**src/rtl/miner_ctrl_pkg.sv**
```systemverilog
// Shared types and widths for the mining work scheduler and its result FIFO.
package miner_ctrl_pkg;

    localparam int unsigned NONCE_W       = 32;
    localparam int unsigned MIDSTATE_W    = 256;
    localparam int unsigned DATA2_W       = 256;
    localparam int unsigned WORK_ID_MAX_W = 8;

    typedef enum logic [1:0] {
        IDLE,
        RUN,
        EXHAUSTED
    } state_t;

    // work_id is sized for the widest supported tag; the top narrows it.
    typedef struct packed {
        logic [NONCE_W-1:0]       nonce;
        logic [WORK_ID_MAX_W-1:0] work_id;
    } result_t;

endpackage

```
**src/rtl/golden_result_fifo.sv**
```systemverilog
// First-word fall-through result FIFO; a push while full without a pop is
// dropped and latches the sticky overflow flag.
module golden_result_fifo #(
    parameter int unsigned DEPTH = 4,
    parameter int unsigned WIDTH = 8
) (
    input  logic             clk,
    input  logic             reset,
    input  logic             push,
    input  logic [WIDTH-1:0] push_data,
    input  logic             pop,
    output logic [WIDTH-1:0] head,
    output logic             empty,
    output logic             overflow
);

    localparam int unsigned PTR_W = (DEPTH > 1) ? $clog2(DEPTH) : 1;

    logic [WIDTH-1:0] mem [DEPTH];
    logic [PTR_W-1:0] wr_ptr;
    logic [PTR_W-1:0] rd_ptr;
    logic [PTR_W:0]   count;
    logic             full;
    logic             do_push;
    logic             do_pop;

    assign empty   = (count == '0);
    assign full    = (count == (PTR_W+1)'(DEPTH));
    assign do_pop  = pop && !empty;
    assign do_push = push && (!full || do_pop);
    assign head    = empty ? '0 : mem[rd_ptr];

    always_ff @(posedge clk) begin
        if (do_push) begin
            mem[wr_ptr] <= push_data;
        end
    end

    always_ff @(posedge clk or posedge reset) begin
        if (reset) begin
            wr_ptr   <= '0;
            rd_ptr   <= '0;
            count    <= '0;
            overflow <= 1'b0;
        end else begin
            if (do_push) begin
                wr_ptr <= wr_ptr + PTR_W'(1);
            end
            if (do_pop) begin
                rd_ptr <= rd_ptr + PTR_W'(1);
            end
            if (do_push && !do_pop) begin
                count <= count + (PTR_W+1)'(1);
            end else if (!do_push && do_pop) begin
                count <= count - (PTR_W+1)'(1);
            end
            if (push && !do_push) begin
                overflow <= 1'b1;
            end
        end
    end

endmodule

```
**src/rtl/mining_work_scheduler.sv**
```systemverilog
// Holds one pending work item, sweeps the active one on the core, swaps work
// back-to-back and tags golden nonces with the work ID that produced them.
module mining_work_scheduler
    import miner_ctrl_pkg::*;
#(
    parameter int unsigned LOOP_LOG2    = 0,
    parameter int unsigned PIPE_LATENCY = 67,
    parameter int unsigned FIFO_DEPTH   = 4,
    parameter int unsigned WORK_ID_W    = 2
) (
    input  logic                  clk,
    input  logic                  reset,
    input  logic                  work_valid,
    output logic                  work_ready,
    input  logic [MIDSTATE_W-1:0] work_midstate,
    input  logic [DATA2_W-1:0]    work_data2,
    output logic [MIDSTATE_W-1:0] core_midstate,
    output logic [DATA2_W-1:0]    core_data2,
    output logic                  core_load,
    input  logic                  core_golden_valid,
    input  logic [NONCE_W-1:0]    core_golden_nonce,
    output logic                  result_valid,
    input  logic                  result_ready,
    output logic [NONCE_W-1:0]    result_nonce,
    output logic [WORK_ID_W-1:0]  result_work_id,
    output logic                  need_work,
    output logic                  overflow,
    output logic [WORK_ID_W-1:0]  active_id
);

    localparam int unsigned SWEEP_W = NONCE_W - LOOP_LOG2;
    localparam int unsigned DRAIN_W = (PIPE_LATENCY < 1) ? 1 : $clog2(PIPE_LATENCY + 1);

    state_t                state;
    state_t                state_nx;
    logic                  load;
    logic                  accept;
    logic                  sweep_term;
    logic [SWEEP_W-1:0]    sweep_cnt;
    logic [DRAIN_W-1:0]    drain_cnt;

    logic                  pend_full;
    logic [MIDSTATE_W-1:0] pend_midstate;
    logic [DATA2_W-1:0]    pend_data2;
    logic [WORK_ID_W-1:0]  pend_id;
    logic [WORK_ID_W-1:0]  next_id;
    logic [WORK_ID_W-1:0]  prev_id;

    logic                  tag_valid;
    logic [WORK_ID_W-1:0]  tag_id;
    result_t               push_res;
    result_t               head_res;
    logic                  fifo_empty;

    assign work_ready = !pend_full;
    assign accept     = work_valid && !pend_full;
    assign need_work  = (state == IDLE) || (state == EXHAUSTED);
    assign sweep_term = &sweep_cnt;

    // pend_full is the registered flag, so work accepted on the terminal
    // cycle is only seen as pending on the following cycle.
    always_comb begin
        state_nx = state;
        load     = 1'b0;
        case (state)
            IDLE: begin
                if (pend_full) begin
                    load     = 1'b1;
                    state_nx = RUN;
                end
            end
            RUN: begin
                if (sweep_term) begin
                    if (pend_full) begin
                        load = 1'b1;
                    end else begin
                        state_nx = EXHAUSTED;
                    end
                end
            end
            EXHAUSTED: begin
                if (pend_full) begin
                    load     = 1'b1;
                    state_nx = RUN;
                end
            end
            default: state_nx = IDLE;
        endcase
    end

    always_ff @(posedge clk or posedge reset) begin
        if (reset) begin
            state     <= IDLE;
            core_load <= 1'b0;
        end else begin
            state     <= state_nx;
            core_load <= load;
        end
    end

    always_ff @(posedge clk or posedge reset) begin
        if (reset) begin
            pend_full     <= 1'b0;
            pend_midstate <= '0;
            pend_data2    <= '0;
            pend_id       <= '0;
            next_id       <= '0;
        end else if (accept) begin
            pend_full     <= 1'b1;
            pend_midstate <= work_midstate;
            pend_data2    <= work_data2;
            pend_id       <= next_id;
            next_id       <= next_id + WORK_ID_W'(1);
        end else if (load) begin
            pend_full <= 1'b0;
        end
    end

    always_ff @(posedge clk or posedge reset) begin
        if (reset) begin
            core_midstate <= '0;
            core_data2    <= '0;
            active_id     <= '0;
            prev_id       <= '0;
            sweep_cnt     <= '0;
            drain_cnt     <= '0;
        end else if (load) begin
            core_midstate <= pend_midstate;
            core_data2    <= pend_data2;
            active_id     <= pend_id;
            prev_id       <= active_id;
            sweep_cnt     <= '0;
            drain_cnt     <= DRAIN_W'(PIPE_LATENCY);
        end else begin
            if (state == RUN && !sweep_term) begin
                sweep_cnt <= sweep_cnt + SWEEP_W'(1);
            end
            if (drain_cnt != '0) begin
                drain_cnt <= drain_cnt - DRAIN_W'(1);
            end
        end
    end

    // While the old work drains out of the core pipeline its results keep
    // the previous tag; outside RUN with nothing draining they are stale.
    always_comb begin
        tag_valid = 1'b0;
        tag_id    = active_id;
        if (core_golden_valid) begin
            if (drain_cnt != '0) begin
                tag_valid = 1'b1;
                tag_id    = prev_id;
            end else if (state == RUN) begin
                tag_valid = 1'b1;
            end
        end
        push_res.nonce   = core_golden_nonce;
        push_res.work_id = WORK_ID_MAX_W'(tag_id);
    end

    golden_result_fifo #(
        .DEPTH (FIFO_DEPTH),
        .WIDTH ($bits(result_t))
    ) u_result_fifo (
        .clk       (clk),
        .reset     (reset),
        .push      (tag_valid),
        .push_data (push_res),
        .pop       (result_ready),
        .head      (head_res),
        .empty     (fifo_empty),
        .overflow  (overflow)
    );

    assign result_valid   = !fifo_empty;
    assign result_nonce   = head_res.nonce;
    assign result_work_id = WORK_ID_W'(head_res.work_id);

endmodule

```
**config.mk**
```make
export PLATFORM = sky130hd
export DESIGN_NAME = mining_work_scheduler
export DESIGN_NICKNAME = d
export VERILOG_FILES = /design/src/rtl/miner_ctrl_pkg.sv /design/src/rtl/golden_result_fifo.sv /design/src/rtl/mining_work_scheduler.sv
export SDC_FILE = /design/constraint.sdc
export NUM_CORES = 2
export LEC_CHECK = 0
export CORE_AREA = 5 5 425 427
export CTS_BUF_LIST = sky130_fd_sc_hd__clkbuf_4
export DETAILED_ROUTE_END_ITERATION = 7
export DIE_AREA = 0 0 430 432
export MAX_ROUTING_LAYER = met4
export PLACE_DENSITY = 0.6
export RECOVER_POWER = 100
export SETUP_SLACK_MARGIN = 0.15
export SLEW_MARGIN = 40
export SYNTH_ARGS = -nofsm -noshare
export SYNTH_HDL_FRONTEND = slang
export SYNTH_SLANG_ARGS = --single-unit
export TNS_END_PERCENT = 5
```
**constraint.sdc**
```tcl
create_clock -name clk -period 97 [get_ports clk]
set_input_delay 9.7 -clock clk [delete_from_list [all_inputs] [get_ports clk]]
set_output_delay 9.7 -clock clk [all_outputs]
set_load 0.02 [all_outputs]
```
==> out/metrics.yaml <==
status: "finished, violations left"
violations: "max-capacitance violations, max-slew violations"
end_kind: "async pin"
finClkSkew_ps: 141.8
critical_path_class: "input port to async pin"
yosysWarnings: 0
dpl.hpwl_um: 107800
crit_fanout: 115
synth_edf_count: 136
final_hold_viol_count: 0
drtIter0Drc: 1110
h-tree-depth: 5
worst_hold_slack_ps: 405.4
cts_hold_buf: 0
grt.total_usage: 0.1593
drt_pass1_iterations: 5
crit_required_ps: 97410
fp.dieW_um: 430
start_util: 0.2633
grt_start_max_net_pins: 152
antenna_found_initial: 45
post_cts_buffers: 0
fin_tns_setup_ps: 0
path_clk_slew_ps: 70
numCtsBuffers: 352
vias: 28740
fin_crit_sh: 0.2516
startpoint_type: "input port"
routed_wl_um: 148100
r2r_setup_slack_ps: 81630
postSynthAreaPerCell_um2: 17.18
cts.sinks: 1219
areaGrowthSynthToFinish_pct: 37.83
worst_pin_slew_ps: 5462
hp-class: "register to register"
syn_area_um2: 46280
grt_pass1_vias: 30890
clockRootBuffer: "clkbuf_4"
wl_per_cell_um: 22.17
clockBufferDepth: 4
io_buffers: 1101
cp.arrival_ps: 24810
maxSlewViolCount: 2334
gr-total-overflow: 0
vdd_ir_drop_max_mv: 0.01787
clk_latency_ps: 1370
seq_area_frac_synth: 0.6739
fin_nets: 4613
placed_cell_area_um2: 59990
cts_tree: "done"
drc: 0
row_count: 154
syn-num-nets: 3252
synth_cell_types: 47
power_density_nw_per_um2: 33.28
core_region_area_um2: 175700
io_pins: 1102
die_y_um: 432
synth-main-ff-cell: "dfrtp_1"
rsz0062_at_grt: "false"
cts_resized: 0
finalInstanceArea_um2: 63780
drive_gt1_frac: 0.3548
fmax_mhz: 40.98
dieArea_um2: 185800
grt_pass1_wl_um: 212000
routabilityCongestion: 0.8943
netlist_instances: 2694
period_minus_slack_ps: 24400
power_leakage_uw: 0.02646
viasPerCell: 4.302
final-setup-viol-count: 0
slew-limit-headroom: -2.641
ant_nets: 0
synth_seq_cells: 1219
maxCapViolations: 40
async_reset_ff_frac: 0.8884
[Yosys cell counts, types with 3 or more instances]
library cell / instances / share of area
and2_1: 38 / 0.0051
buf_6: 11 / 0.0027
xnor2_1: 10 / 0.0019
a21oi_1: 16 / 0.0017
nor2_1: 32 / 0.0026
o31ai_1: 5 / 0.00081
buf_4: 9 / 0.0015
mux2_2: 937 / 0.23
mux2_4: 97 / 0.031
edfxtp_1: 136 / 0.088
xor2_1: 15 / 0.0028
or3_1: 13 / 0.0018
nand2_1: 29 / 0.0024
nand3_1: 12 / 0.0013
inv_1: 13 / 0.0011
buf_1: 13 / 0.0011
nor3_1: 5 / 0.00054
o2111ai_1: 4 / 0.00076
mux4_2: 34 / 0.017
ha_1: 8 / 0.0022
o21ai_0: 19 / 0.0021
clkbuf_1: 65 / 0.0053
buf_2: 38 / 0.0041
nand4_1: 10 / 0.0014
nor4_1: 9 / 0.0012
and3_1: 3 / 0.00041
or4_1: 7 / 0.0011
dfrtp_1: 1083 / 0.59
[worst max-delay path, cell delays in order]
cell and delay, ps:
dlygate4sd3_1 540, clkinvlp_2 2850, clkbuf_1 2720, clkbuf_1 2120, clkbuf_1 3580, clkbuf_1 3090
[cells by family after synthesis]
group           share of synthesized area
xor+xnor                         0.004732
simple gates                      0.01990
buf+inv                           0.01571
mux                                0.2762
compound gates                   0.006922
fa+ha+maj                        0.002596
flops                              0.6739
[cell usage in the layout (no fill, tap or decap), types with 8 or more instances in the layout]
cell / instances
or3_1: 13
nand2_1: 29
o21ai_0: 19
xor2_1: 15
and2_1: 34
ha_1: 8
a21oi_1: 16
nor4_1: 9
clkbuf_4: 523
mux2_2: 935
mux2_1: 96
diode_2: 55
clkdlybuf4s50_1: 516
xnor2_1: 10
edfxtp_1: 136
nor2_1: 32
clkbuf_1: 40
nand3_1: 12
clkinv_1: 46
mux4_2: 34
inv_1: 12
dfrtp_1: 1083
nand4_1: 10
dlygate4sd3_1: 585
[flip-flops by register name (all words and copies together) (netlist names), 3 cells and up]
register / flops
core_midstate: 256
u_result_fifo.mem: 136
pend_midstate: 256
drain_cnt: 7
sweep_cnt: 32
core_data2: 256
u_result_fifo.count: 3
pend_data2: 256
[power by group]
group | total [µW] | switching, µW | internal [µW]
sequential | 886 | 131 | 755
clock | 472 | 217 | 254
combinational | 765 | 378 | 388
total | 2120 | 726 | 1400
[through the flow]
| stage | util | total power [µW] | cells | setup slack, ps |
|---|---|---|---|---|
| after global placement | 0.3408 | 1720 | 6036 | 82590 |
| after global routing | 0.3628 | 2251 | 6670 | 69240 |
| after detailed placement | 0.3414 | 1736 | 6038 | 83420 |
| after floorplan | - | 1314 | 2694 | 56810 |
| after CTS | 0.3658 | 2229 | 6624 | 83110 |
| final | 0.3630 | 2123 | 6682 | 72600 |
[layout make-up]
class,instances,area [µm²]
clock buffer,523,3926
tap,2340,2928
inverter,14,55.05
clock inverter,63,357.8
multi-input combinational,1325,14010
timing repair buffer,1143,11190
fill,17120,111900
sequential,1219,31180
antenna,55,137.6
[routing by layer]
layer	track usage	up-vias	routed length (µm)
met2	0.2537	927	73810
li1	-	12690	-
met5	-	-	0
met3	0.06179	286	11480
met1	0.1790	14840	57630
met4	0.06841	0	5221
[worst paths after layout]
path,start,to,cells after the start
setup / recovery,reset,core_midstate[46]$_DFFE_PP0P_,6
hold / removal,pend_data2[85]$_DFFE_PP0P_,core_data2[85]$_DFFE_PP0P_,1
setup reg to reg,sweep_cnt[0]$_DFFE_PP0P_,core_data2[181]$_DFFE_PP0P_,12
hold reg to reg,pend_data2[85]$_DFFE_PP0P_,core_data2[85]$_DFFE_PP0P_,1
max in group clk,work_valid,pend_data2[160]$_DFFE_PP0P_,6
min in group asynchronous,reset,core_data2[210]$_DFFE_PP0P_,2
Note: power is estimated with default switching activity, not from simulation.
